==> config.mk <==
export PLATFORM = sky130hd
export DESIGN_NAME = lsu_mem_master
export DESIGN_NICKNAME = d
export VERILOG_FILES = /design/src/rtl/lsu_mem_master.sv
export SDC_FILE = /design/constraint.sdc
export NUM_CORES = 1
export LEC_CHECK = 0
export ABC_AREA = 1
export ABC_CLOCK_PERIOD_IN_PS = 1600
export BUFFER_PORTS_ARGS = -buffer_cell sky130_fd_sc_hd__buf_2
export CAP_MARGIN = 20
export CORE_MARGIN = 4
export CORE_UTILIZATION = 48
export CTS_BUF_LIST = sky130_fd_sc_hd__clkbuf_4 sky130_fd_sc_hd__clkbuf_8
export DETAILED_ROUTE_END_ITERATION = 6
export PLACE_DENSITY = 0.92
export SYNTH_ARGS = -nofsm -noshare
export SYNTH_HDL_FRONTEND = slang
export SYNTH_SLANG_ARGS = --single-unit
==> constraint.sdc <==
create_clock -name clk -period 1.6 [get_ports clk]
set_input_delay 0.08 -clock clk [delete_from_list [all_inputs] [get_ports clk]]
set_output_delay 0.08 -clock clk [all_outputs]
set_load 0.005 [all_outputs]
==> src/rtl/lsu_mem_master.sv <==
// lsu_mem_master: CPU load/store unit front end driving a 64 KiB byte-addressed memory port.
// Latency: accept -> resp_valid in 2 cycles (IDLE->ACCESS->RESP), 1 cycle when the request faults.
// Backpressure: req_ready only in IDLE; the response is held stable in RESP until resp_ready.
//
// Ports:
//   clk, rst_n          clock and synchronous active-low reset
//   req_*               CPU request (valid/ready; we, funct3 width code, byte addr, right-aligned wdata)
//   resp_*              CPU response (valid/ready; formatted load data, fault flag)
//   w_en, address,      memory port: byte write enables (bit k -> address+k), byte address,
//   write_data          write data with byte k on [8k+7:8k]
//   read_data           combinational memory read of bytes address..address+3
module lsu_mem_master #(
  parameter int ALLOW_MISALIGN = 1
) (
  input  logic        clk,
  input  logic        rst_n,
  input  logic        req_valid,
  output logic        req_ready,
  input  logic        req_we,
  input  logic [2:0]  req_funct3,
  input  logic [31:0] req_addr,
  input  logic [31:0] req_wdata,
  output logic        resp_valid,
  input  logic        resp_ready,
  output logic [31:0] resp_rdata,
  output logic        resp_err,
  output logic [3:0]  w_en,
  output logic [15:0] address,
  output logic [31:0] write_data,
  input  logic [31:0] read_data
);

  typedef enum logic [1:0] {
    IDLE   = 2'd0,
    ACCESS = 2'd1,
    RESP   = 2'd2
  } state_t;

  state_t      state_q, state_d;
  logic        we_q;
  logic [2:0]  funct3_q;

  // Request decode: access size minus one (B=0, H=1, W=3) and fault detection.
  logic [1:0]  size_m1;
  logic        code_bad;
  logic        range_bad;
  logic        misalign_bad;
  logic        req_fault;
  logic [16:0] last_byte;
  logic        accept;
  logic [31:0] load_fmt;

  always_comb begin
    size_m1 = 2'd0;
    case (req_funct3[1:0])
      2'd0:    size_m1 = 2'd0;
      2'd1:    size_m1 = 2'd1;
      default: size_m1 = 2'd3;
    endcase
  end

  always_comb begin
    code_bad = 1'b1;
    if (req_we) begin
      code_bad = !(req_funct3 == 3'd0 || req_funct3 == 3'd1 || req_funct3 == 3'd2);
    end else begin
      code_bad = !(req_funct3 == 3'd0 || req_funct3 == 3'd1 || req_funct3 == 3'd2 ||
                   req_funct3 == 3'd4 || req_funct3 == 3'd5);
    end
  end

  // A carry out of the 17-bit sum means the access runs past 0xFFFF.
  assign last_byte = {1'b0, req_addr[15:0]} + {15'd0, size_m1};
  assign range_bad = (req_addr[31:16] != 16'd0) || last_byte[16];

  // Halfword needs addr[0]==0, word needs addr[1:0]==0; size_m1 doubles as the alignment mask.
  assign misalign_bad = (ALLOW_MISALIGN == 0) && ((req_addr[1:0] & size_m1) != 2'd0);

  assign req_fault = code_bad || range_bad || misalign_bad;
  assign accept    = (state_q == IDLE) && req_valid;

  // Load formatting: data always sits in the low lanes because address is not lane-shifted.
  always_comb begin
    load_fmt = read_data;
    case (funct3_q)
      3'd0:    load_fmt = {{24{read_data[7]}}, read_data[7:0]};
      3'd4:    load_fmt = {24'd0, read_data[7:0]};
      3'd1:    load_fmt = {{16{read_data[15]}}, read_data[15:0]};
      3'd5:    load_fmt = {16'd0, read_data[15:0]};
      default: load_fmt = read_data;
    endcase
  end

  // State register.
  always_ff @(posedge clk) begin
    if (!rst_n) begin
      state_q <= IDLE;
    end else begin
      state_q <= state_d;
    end
  end

  // Next state and handshake/strobe outputs. w_en is decoded straight from state so a
  // reset edge during ACCESS drops it immediately after that edge.
  always_comb begin
    state_d    = state_q;
    req_ready  = 1'b0;
    resp_valid = 1'b0;
    w_en       = 4'b0000;
    case (state_q)
      IDLE: begin
        req_ready = 1'b1;
        if (req_valid) begin
          state_d = req_fault ? RESP : ACCESS;
        end
      end
      ACCESS: begin
        if (we_q) begin
          case (funct3_q[1:0])
            2'd0:    w_en = 4'b0001;
            2'd1:    w_en = 4'b0011;
            default: w_en = 4'b1111;
          endcase
        end
        state_d = RESP;
      end
      RESP: begin
        resp_valid = 1'b1;
        if (resp_ready) begin
          state_d = IDLE;
        end
      end
      default: state_d = IDLE;
    endcase
  end

  // Request capture and response registers. address/write_data are only updated for
  // requests that will actually reach ACCESS, so they otherwise keep their last driven value.
  always_ff @(posedge clk) begin
    if (!rst_n) begin
      we_q       <= 1'b0;
      funct3_q   <= 3'd0;
      address    <= 16'd0;
      write_data <= 32'd0;
      resp_rdata <= 32'd0;
      resp_err   <= 1'b0;
    end else begin
      if (accept) begin
        we_q       <= req_we;
        funct3_q   <= req_funct3;
        resp_err   <= req_fault;
        resp_rdata <= 32'd0;
        if (!req_fault) begin
          address <= req_addr[15:0];
          if (req_we) begin
            write_data <= req_wdata;
          end
        end
      end
      if (state_q == ACCESS && !we_q) begin
        resp_rdata <= load_fmt;
      end
    end
  end

endmodule

==> reports/qor.txt, run 1 <==
TIMING
--------------------------------------------------------------------------------
Upper clock frequency limit .......................................      645 MHz
Post-route minimum period .........................................      1.55 ns
Relative slew slack ...............................................        0.764
Slew at the pin closest to its max-slew limit .....................     0.355 ns
Final max-slew violation count ....................................            0
Final Hold Viols ..................................................            0
Post-route fraction of the period consumed by the critical path ...        0.970
Setup skew after layout ...........................................    0.0104 ns
Final setup vio count .............................................            0

LOGIC SYNTHESIS
--------------------------------------------------------------------------------
Mapped Cells ......................................................          603
Average instance area after synthesis .............................    6.82 um^2
Cell Area, Synth ..................................................    4110 um^2
Sequential share of the synthesized area ..........................        0.424
Number of warning messages in the yosys log .......................            0
Flops & latches, synth ............................................           87
Net count of the mapped netlist ...................................          708
Post-synth cell types .............................................           27

CELLS AND AREA
--------------------------------------------------------------------------------
Most common cell after layout, fill and taps aside ................ sky130_fd_sc_hd__buf_2
Post-layout util ..................................................        0.686
Net count reported at finish ......................................          912
Fraction of final layout cells with drive strength greater than 1 .        0.299
Fill cells ........................................................          657
Area growth, synth to finish ......................................        37.8%
Number of antenna cells inserted ..................................            0
Final Non-Filler Cells ............................................          917
Top library cells by usage in the layout, fill and taps aside ..... sky130_fd_sc_hd__buf_2 (190), sky130_fd_sc_hd__nand2_1 (157), sky130_fd_sc_hd__inv_1 (112), sky130_fd_sc_hd__dfxtp_1 (85), sky130_fd_sc_hd__nor2_1 (56)

ROUTE
--------------------------------------------------------------------------------
Detailed Routing Iterations Pass 1 ................................            5
Wire per inst .....................................................      13.3 um
Overall via count from detail_route ...............................         4463
Post-DRT Antenna Nets .............................................            0
Residual DRC count ................................................            0
Starting DRT DRC Count ............................................          153
Mean number of vias per cell ......................................         4.87
Final wirelength ..................................................     12200 um

PLACED DESIGN
--------------------------------------------------------------------------------
HPWL after detailed placement .....................................      8570 um
Post-Place Cells ..................................................          877
RD Place Congestion ...............................................        0.873
Number of port buffers ............................................          190

FLOORPLAN
--------------------------------------------------------------------------------
Core box area .....................................................    8260 um^2
Initial cell density of the core ..................................        0.498
Die span in x .....................................................       101 um
Total Die Area ....................................................   10100 um^2
Count of boundary I/O pins ........................................          191
Vertical extent of the die ........................................       101 um
Number of cell rows ...............................................           33

CRITICAL PATH
--------------------------------------------------------------------------------
Arr. time, crit path ..............................................      1.80 ns
Maximum fanout along the worst path ...............................           20
Worst Path Class, Setup ........................................... input port to register
Req. time, crit path ..............................................      1.85 ns
Type of destination of the critical path ..........................     register
Crit start category ...............................................   input port

CTS
--------------------------------------------------------------------------------
Reg clk slew, reported paths ......................................      0.08 ns
CTS Sinks .........................................................           87
Skew-Pair Late Insertion Delay ....................................      0.34 ns
Clock Tree Buf Depth ..............................................            2
Clock tree from TritonCTS .........................................        built
Clock tree root driver cell ....................................... sky130_fd_sc_hd__clkbuf_8
TritonCTS Buffers .................................................            9
CTS H-Tree Depth ..................................................            3

GLOBAL ROUTE
--------------------------------------------------------------------------------
Number of antenna violations at the first check in global routing .            0
Pin count of the biggest net entering global routing ..............           44
Aggregate global-route resource usage .............................        0.241
Aggregate global routing overflow .................................            0
Global-route track usage on met3 ..................................       0.0630
Fraction of met1 tracks used by global routing ....................        0.288
Met2 capacity usage during global routing .........................        0.417
First-pass GRT wire length ........................................     19700 um
Peak-usage layer in the global routing report .....................         met2
Via count of the first global-routing pass ........................         4292

MIN PATH
--------------------------------------------------------------------------------
Path type of the worst min-delay path ............................. input port to register

FLOW RUN
--------------------------------------------------------------------------------
Max-capacitance violation count ...................................            0

PWR
--------------------------------------------------------------------------------
Total leakage power ...............................................      3.03 nW
Max rail drop VDD .................................................     0.388 mV
Pwr dens ..........................................................  760 nW/um^2

OUTCOME
--------------------------------------------------------------------------------
Outcome ........................................................... finished clean

-- metrics by stage --
step | instance area (um^2) | worst slack [ns] | setup TNS, ns | hold WS, ns | total power [W]
floorplan | 4110 | 0.213 | 0 | 0.228 | 0.00246
global placement | 5180 | 0.0987 | 0 | 0.333 | 0.00266
detailed placement | 5180 | 0.0596 | 0 | 0.337 | 0.00267
CTS | 5640 | 0.0170 | 0 | 0.00562 | 0.00433
global route | 5670 | -0.0304 | -0.0630 | 0.0252 | 0.00449
finish | 5670 | 0.0487 | 0 | 0.0190 | 0.00430
-- power breakdown --
part / internal, W / switching (W) / leakage, nW
registers: 0.00217 / 0.0000145 / 0.703
clock network: 0.000854 / 0.000776 / 0.113
logic: 0.000217 / 0.000268 / 2.21
-- synthesized netlist by cell type (all sizes together) --
cell | count | area [um^2]
o21a | 1 | 7.51
nor2 | 63 | 273
nand3 | 23 | 153
ha | 1 | 12.5
clkbuf | 10 | 37.5
a21oi | 35 | 175
o211ai | 16 | 120
nor3 | 2 | 10.0
nand4 | 48 | 300
nand3b | 1 | 7.51
inv | 114 | 428
dfxtp | 87 | 1740
nand2 | 159 | 602
o21bai | 1 | 7.51
o21ai | 12 | 60.1
clkinv | 2 | 7.51
buf | 28 | 168
-- final cells by class --
type,instances,area (um^2),area share
tap,105,131,0.0232
sequential,87,1750,0.308
clock buffer,12,165,0.0292
clock inverter,4,52.6,0.00928
multi-input combinational,362,1750,0.308
inverter,116,435,0.0769
timing repair buffer,231,1390,0.245
-- sequential cells by signal, summed over array words and instances (netlist names) --
| register | cells |
|---|---|
| write_data | 32 |
| state_q | 2 |
| address | 16 |
| resp_rdata | 32 |
| we_q | 1 |
| resp_err | 1 |
| funct3_q | 3 |
-- cell families (layout without fill, tap and decap cells) --
| group | count (synthesis) | after routing | share of synthesized area |
|---|---|---|---|
| and+or+nand+nor | 296 | 296 | 0.327 |
| AOI/OAI and AO/OA | 65 | 65 | 0.0901 |
| buffers and inverters | 154 | 363 | 0.156 |
| DFF | 87 | 87 | 0.424 |
| adders and majority gates | 1 | 1 | 0.00304 |
-- layer usage --
layer,wire (um),share of wire
met1,5000,0.41
met3,1120,0.091
met2,5800,0.47
met4,320,0.026
met5,0,0
-- critical path, cell delays in order --
cell                            delay [ns]
sky130_fd_sc_hd__dlygate4sd3_1        0.55
sky130_fd_sc_hd__buf_2                0.14
sky130_fd_sc_hd__nand2_1              0.07
sky130_fd_sc_hd__inv_1                0.05
sky130_fd_sc_hd__nand2_1              0.07
sky130_fd_sc_hd__nor2_2               0.12
sky130_fd_sc_hd__nand3_2              0.19
sky130_fd_sc_hd__nand3_4              0.18
sky130_fd_sc_hd__buf_12               0.16
sky130_fd_sc_hd__nand2_1              0.07
sky130_fd_sc_hd__inv_1                0.06
sky130_fd_sc_hd__nor2_1               0.04
-- path summary, 6_finish.rpt --
path	startpoint	to	slack [ns]	cells after the start
max	req_addr[5]	write_data[19]$_SDFFE_PN0P_	0.05	12
min	read_data[27]	resp_rdata[27]$_SDFFE_PN0P_	0.02	3
max reg2reg	state_q[1]$_SDFFE_PN0P_	write_data[13]$_SDFFE_PN0P_	0.17	8
min reg2reg	resp_rdata[10]$_SDFFE_PN0P_	resp_rdata[10]$_SDFFE_PN0P_	0.46	2
-- what timing repair did --
item	in CTS	in global routing
hold endpoints to repair	24	0
gates resized for setup	2	7
endpoints found under the setup margin	2	36
pin swaps	0	2
buffers inserted	0	0
hold buffers	24	0
Note: power is estimated with default switching activity, not from simulation.
==> inputs of run 2 (changes only) <==
--- a/config.mk
+++ b/config.mk
@@ -13,6 +13,7 @@
 export CORE_UTILIZATION = 48
 export CTS_BUF_LIST = sky130_fd_sc_hd__clkbuf_4 sky130_fd_sc_hd__clkbuf_8
 export DETAILED_ROUTE_END_ITERATION = 6
+export HOLD_SLACK_MARGIN = 0.15
 export PLACE_DENSITY = 0.92
 export SYNTH_ARGS = -nofsm -noshare
 export SYNTH_HDL_FRONTEND = slang
==> constraint.sdc (replaced) <==
create_clock -name clk -period 1.6 [get_ports clk]
set_input_delay 0.24 -clock clk [delete_from_list [all_inputs] [get_ports clk]]
set_output_delay 0.24 -clock clk [all_outputs]
set_load 0.005 [all_outputs]
==> run 2 against run 1 <==
  * Critical path depth shrank 2
  * Fmax is 0.29% lower
  * Cell count up 0.22%
  * Count of clock-buffer cells in the layout shrank 2
  * Sequential power about the same
  * Cell area increased by 1.8%
  * Die area stayed put
  * Wire length up 3.5%
  * Sequential share of layout area down 0.60 points
==> reports/qor.txt, run 2 (synthesis results as in run 1) <==
CTS
--------------------------------------------------------------------------------
Clock tree from TritonCTS .........................................        built
CTS H-Tree Depth ..................................................            3   unchanged
Clock tree root driver cell ....................................... sky130_fd_sc_hd__clkbuf_8
Skew-Pair Late Insertion Delay ....................................      0.35 ns   about the same
Reg clk slew, reported paths ......................................      0.10 ns   +0.02 ns
CTS Sinks .........................................................           87   unchanged
Clock Tree Buf Depth ..............................................            2   unchanged
TritonCTS Buffers .................................................            9   unchanged
Count of buffers added by post-CTS timing repair for setup ........            0   unchanged

ROUTE
--------------------------------------------------------------------------------
Wire per inst .....................................................      13.8 um   +3.3%
Post-DRT Antenna Nets .............................................            0   unchanged
Overall via count from detail_route ...............................         4578   +2.6%
Starting DRT DRC Count ............................................          205   +34%
Final wirelength ..................................................     12700 um   +3.5%
Detailed Routing Iterations Pass 1 ................................            5   unchanged
Mean number of vias per cell ......................................         4.98   +2.4%
Residual DRC count ................................................            0   unchanged

CELLS AND AREA
--------------------------------------------------------------------------------
Fraction of final layout cells with drive strength greater than 1 .        0.312   +0.0132
Top library cells by usage in the layout, fill and taps aside ..... sky130_fd_sc_hd__buf_2 (185), sky130_fd_sc_hd__nand2_1 (155), sky130_fd_sc_hd__inv_1 (110), sky130_fd_sc_hd__dfxtp_1 (85), sky130_fd_sc_hd__nor2_1 (54)
Net count reported at finish ......................................          913   +0.11%
Most common cell after layout, fill and taps aside ................ sky130_fd_sc_hd__buf_2
Biggest registers after layout .................................... resp_rdata (32), write_data (32), address (16)
Fill cells ........................................................          679   +3.3%
Area growth, synth to finish ......................................        40.4%

CRITICAL PATH
--------------------------------------------------------------------------------
Source of the worst register-to-register timing path .............. state_q[1]$_SDFFE_PN0P_
Worst Path Class, Setup ........................................... input port to register
Type of destination of the critical path ..........................     register
Arr. time, crit path ..............................................      1.80 ns   about the same
Req. time, crit path ..............................................      1.85 ns   about the same
Worst stage delay on the critical path ............................      0.53 ns   -0.02 ns
Maximum fanout along the worst path ...............................            8   -60%
FF-to-FF path depth ...............................................            8   unchanged
Worst r2r dst ..................................................... write_data[23]$_SDFFE_PN0P_
Max stage delay cell, worst path .................................. sky130_fd_sc_hd__dlygate4sd3_1
Flop2flop setup slack .............................................      0.20 ns   +0.03 ns
Crit start category ...............................................   input port
Critical Path, Cell by Cell ....................................... dlygate4sd3_1 > buf_2 > nand2_1 > o21bai_2 > nand3_4 > nand3_4 > clkbuf_16 > nand2_1 > inv_2 > nor2_1

TIMING
--------------------------------------------------------------------------------
Final Hold Viols ..................................................            0   unchanged
Post-route minimum period .........................................      1.56 ns   +0.00445 ns
Final setup vio count .............................................            0   unchanged
Relative slew slack ...............................................        0.759   -0.00478
Final max-slew violation count ....................................            0   unchanged
Final-layout setup total negative slack ...........................         0 ns   unchanged
Upper clock frequency limit .......................................      643 MHz   -0.29%
Worst Hold Margin .................................................     0.171 ns   +0.152 ns
Setup skew after layout ...........................................    0.0129 ns   +0.00255 ns
Post-route fraction of the period consumed by the critical path ...        0.972   +0.00278
Slew at the pin closest to its max-slew limit .....................     0.362 ns   +0.00717 ns

PWR
--------------------------------------------------------------------------------
Cell internal pwr .................................................    0.00316 W   -2.6%
Total leakage power ...............................................      3.07 nW   +1.3%
Pwr dens ..........................................................  738 nW/um^2   -2.8%
Max rail drop VDD .................................................     0.352 mV   -9.3%
Total power draw ..................................................    0.00426 W   -1.0%
Combinational Power Share .........................................        0.115   +0.002
Switching fraction of total power .................................        0.258   +0.0121
Proportion of power drawn by the clock network ....................        0.372   -0.007
Sequential fraction of design power ...............................        0.513   +0.004
Net Switching .....................................................    0.00110 W   +3.8%

FLOORPLAN
--------------------------------------------------------------------------------
Total Die Area ....................................................   10100 um^2   unchanged
Vertical extent of the die ........................................       101 um   unchanged
Count of boundary I/O pins ........................................          191   unchanged
Die span in x .....................................................       101 um   unchanged
Number of cell rows ...............................................           33   unchanged
Initial cell density of the core ..................................        0.498   unchanged
Core box area .....................................................    8260 um^2   unchanged

GLOBAL ROUTE
--------------------------------------------------------------------------------
Aggregate global-route resource usage .............................        0.237   -0.00458
Via count of the first global-routing pass ........................         4268   -0.56%
Pin count of the biggest net entering global routing ..............           44   unchanged
First-pass GRT wire length ........................................     19600 um   -0.66%
Aggregate global routing overflow .................................            0   unchanged
Number of antenna violations at the first check in global routing .            0   unchanged

MIN PATH
--------------------------------------------------------------------------------
Destination of the worst hold path ................................ resp_rdata[24]$_SDFFE_PN0P_
Path type of the worst min-delay path ............................. input port to register
Origin of the worst min-delay path ................................ read_data[24]
Instance count along the most critical hold path ..................            3   unchanged

PLACED DESIGN
--------------------------------------------------------------------------------
HPWL after detailed placement .....................................      8550 um   -0.25%
Number of port buffers ............................................          190   unchanged
RD Place Congestion ...............................................        0.892   +2.1%

FLOW RUN
--------------------------------------------------------------------------------
Max-capacitance violation count ...................................            0   unchanged

OUTCOME
--------------------------------------------------------------------------------
Outcome ........................................................... finished clean

==> run 2: changes by cell type in the layout (fill, tap and decap cells not counted), moves of 2 or more <==
cell	previous run	this run
sky130_fd_sc_hd__nor2_1	56	54
sky130_fd_sc_hd__nand2_2	2	4
sky130_fd_sc_hd__buf_4	11	14
sky130_fd_sc_hd__clkbuf_16	0	2
sky130_fd_sc_hd__nand2_1	157	155
sky130_fd_sc_hd__inv_1	112	110
sky130_fd_sc_hd__nor2_4	2	4
sky130_fd_sc_hd__buf_12	5	8
sky130_fd_sc_hd__dlygate4sd3_1	24	22
sky130_fd_sc_hd__inv_2	2	5
sky130_fd_sc_hd__clkbuf_8	12	10
sky130_fd_sc_hd__buf_2	190	185
==> run 2: worst max-delay path by stage <==
stage	to	cells past startpoint	startpoint
finish	write_data[11]$_SDFFE_PN0P_	10	req_addr[0]
global route	write_data[30]$_SDFFE_PN0P_	10	req_addr[0]
CTS	write_data[26]$_SDFFE_PN0P_	11	req_addr[15]
detailed placement	write_data[24]$_SDFFE_PN0P_	9	req_funct3[1]
global placement	write_data[29]$_SDFFE_PN0P_	9	req_funct3[1]
floorplan	w_en[3]	5	funct3_q[1]$_SDFFE_PN0P_
==> run 2: layer usage <==
layer	track usage	up-vias	part of all wire
li1	-	2284	-
met1	0.281	2026	0.39
met2	0.410	238	0.48
met3	0.0533	30	0.099
met4	0.103	0	0.025
met5	0	-	0
==> run 2: cell type report <==
class / instances / area (um^2) / area share
sequential: 87 / 1740 / 0.302
clock inverter: 6 / 68.8 / 0.0119
antenna: 1 / 2.50 / 0.000434
tap: 105 / 131 / 0.0228
clock buffer: 10 / 138 / 0.0239
inverter: 116 / 435 / 0.0755
timing repair buffer: 232 / 1470 / 0.255
multi-input combinational: 362 / 1780 / 0.308
==> run 2: power by group through the flow <==
stage	clock network (W)	registers [W]	logic (W)
after floorplan	0	0.00223	0.000228
after global placement	0	0.00224	0.000429
after detailed placement	0	0.00224	0.000433
after CTS	0.00163	0.00219	0.000477
after global routing	0.00170	0.00219	0.000542
final	0.00158	0.00219	0.000490
==> run 2: worst max-delay path, delay by kind of cell <==
| kind | cells | cell delay, ns |
|---|---|---|
| buf+inv | 4 | 0.86 |
| simple gates | 5 | 0.50 |
| compound gates | 1 | 0.19 |
==> run 2: repair_timing <==
action	in CTS	in global routing
hold buffers	22	0
cloned	0	2
resized for setup	2	19
endpoints found under the setup margin	4	52
endpoints found under the hold margin	22	0
pin swaps	0	4
==> run 2: metrics by stage <==
stage          worst slack, ns  area, um^2  instances   util
5_1_grt                -0.0175        5770        918  0.698
6_report                0.0443        5770        919  0.699
3_5_place_dp           -0.0576        5250        883  0.635
2_1_floorplan           0.0534        4110        603      -
3_3_place_gp          -0.00289        5250        883  0.635
4_1_cts                0.00290        5680        921  0.688
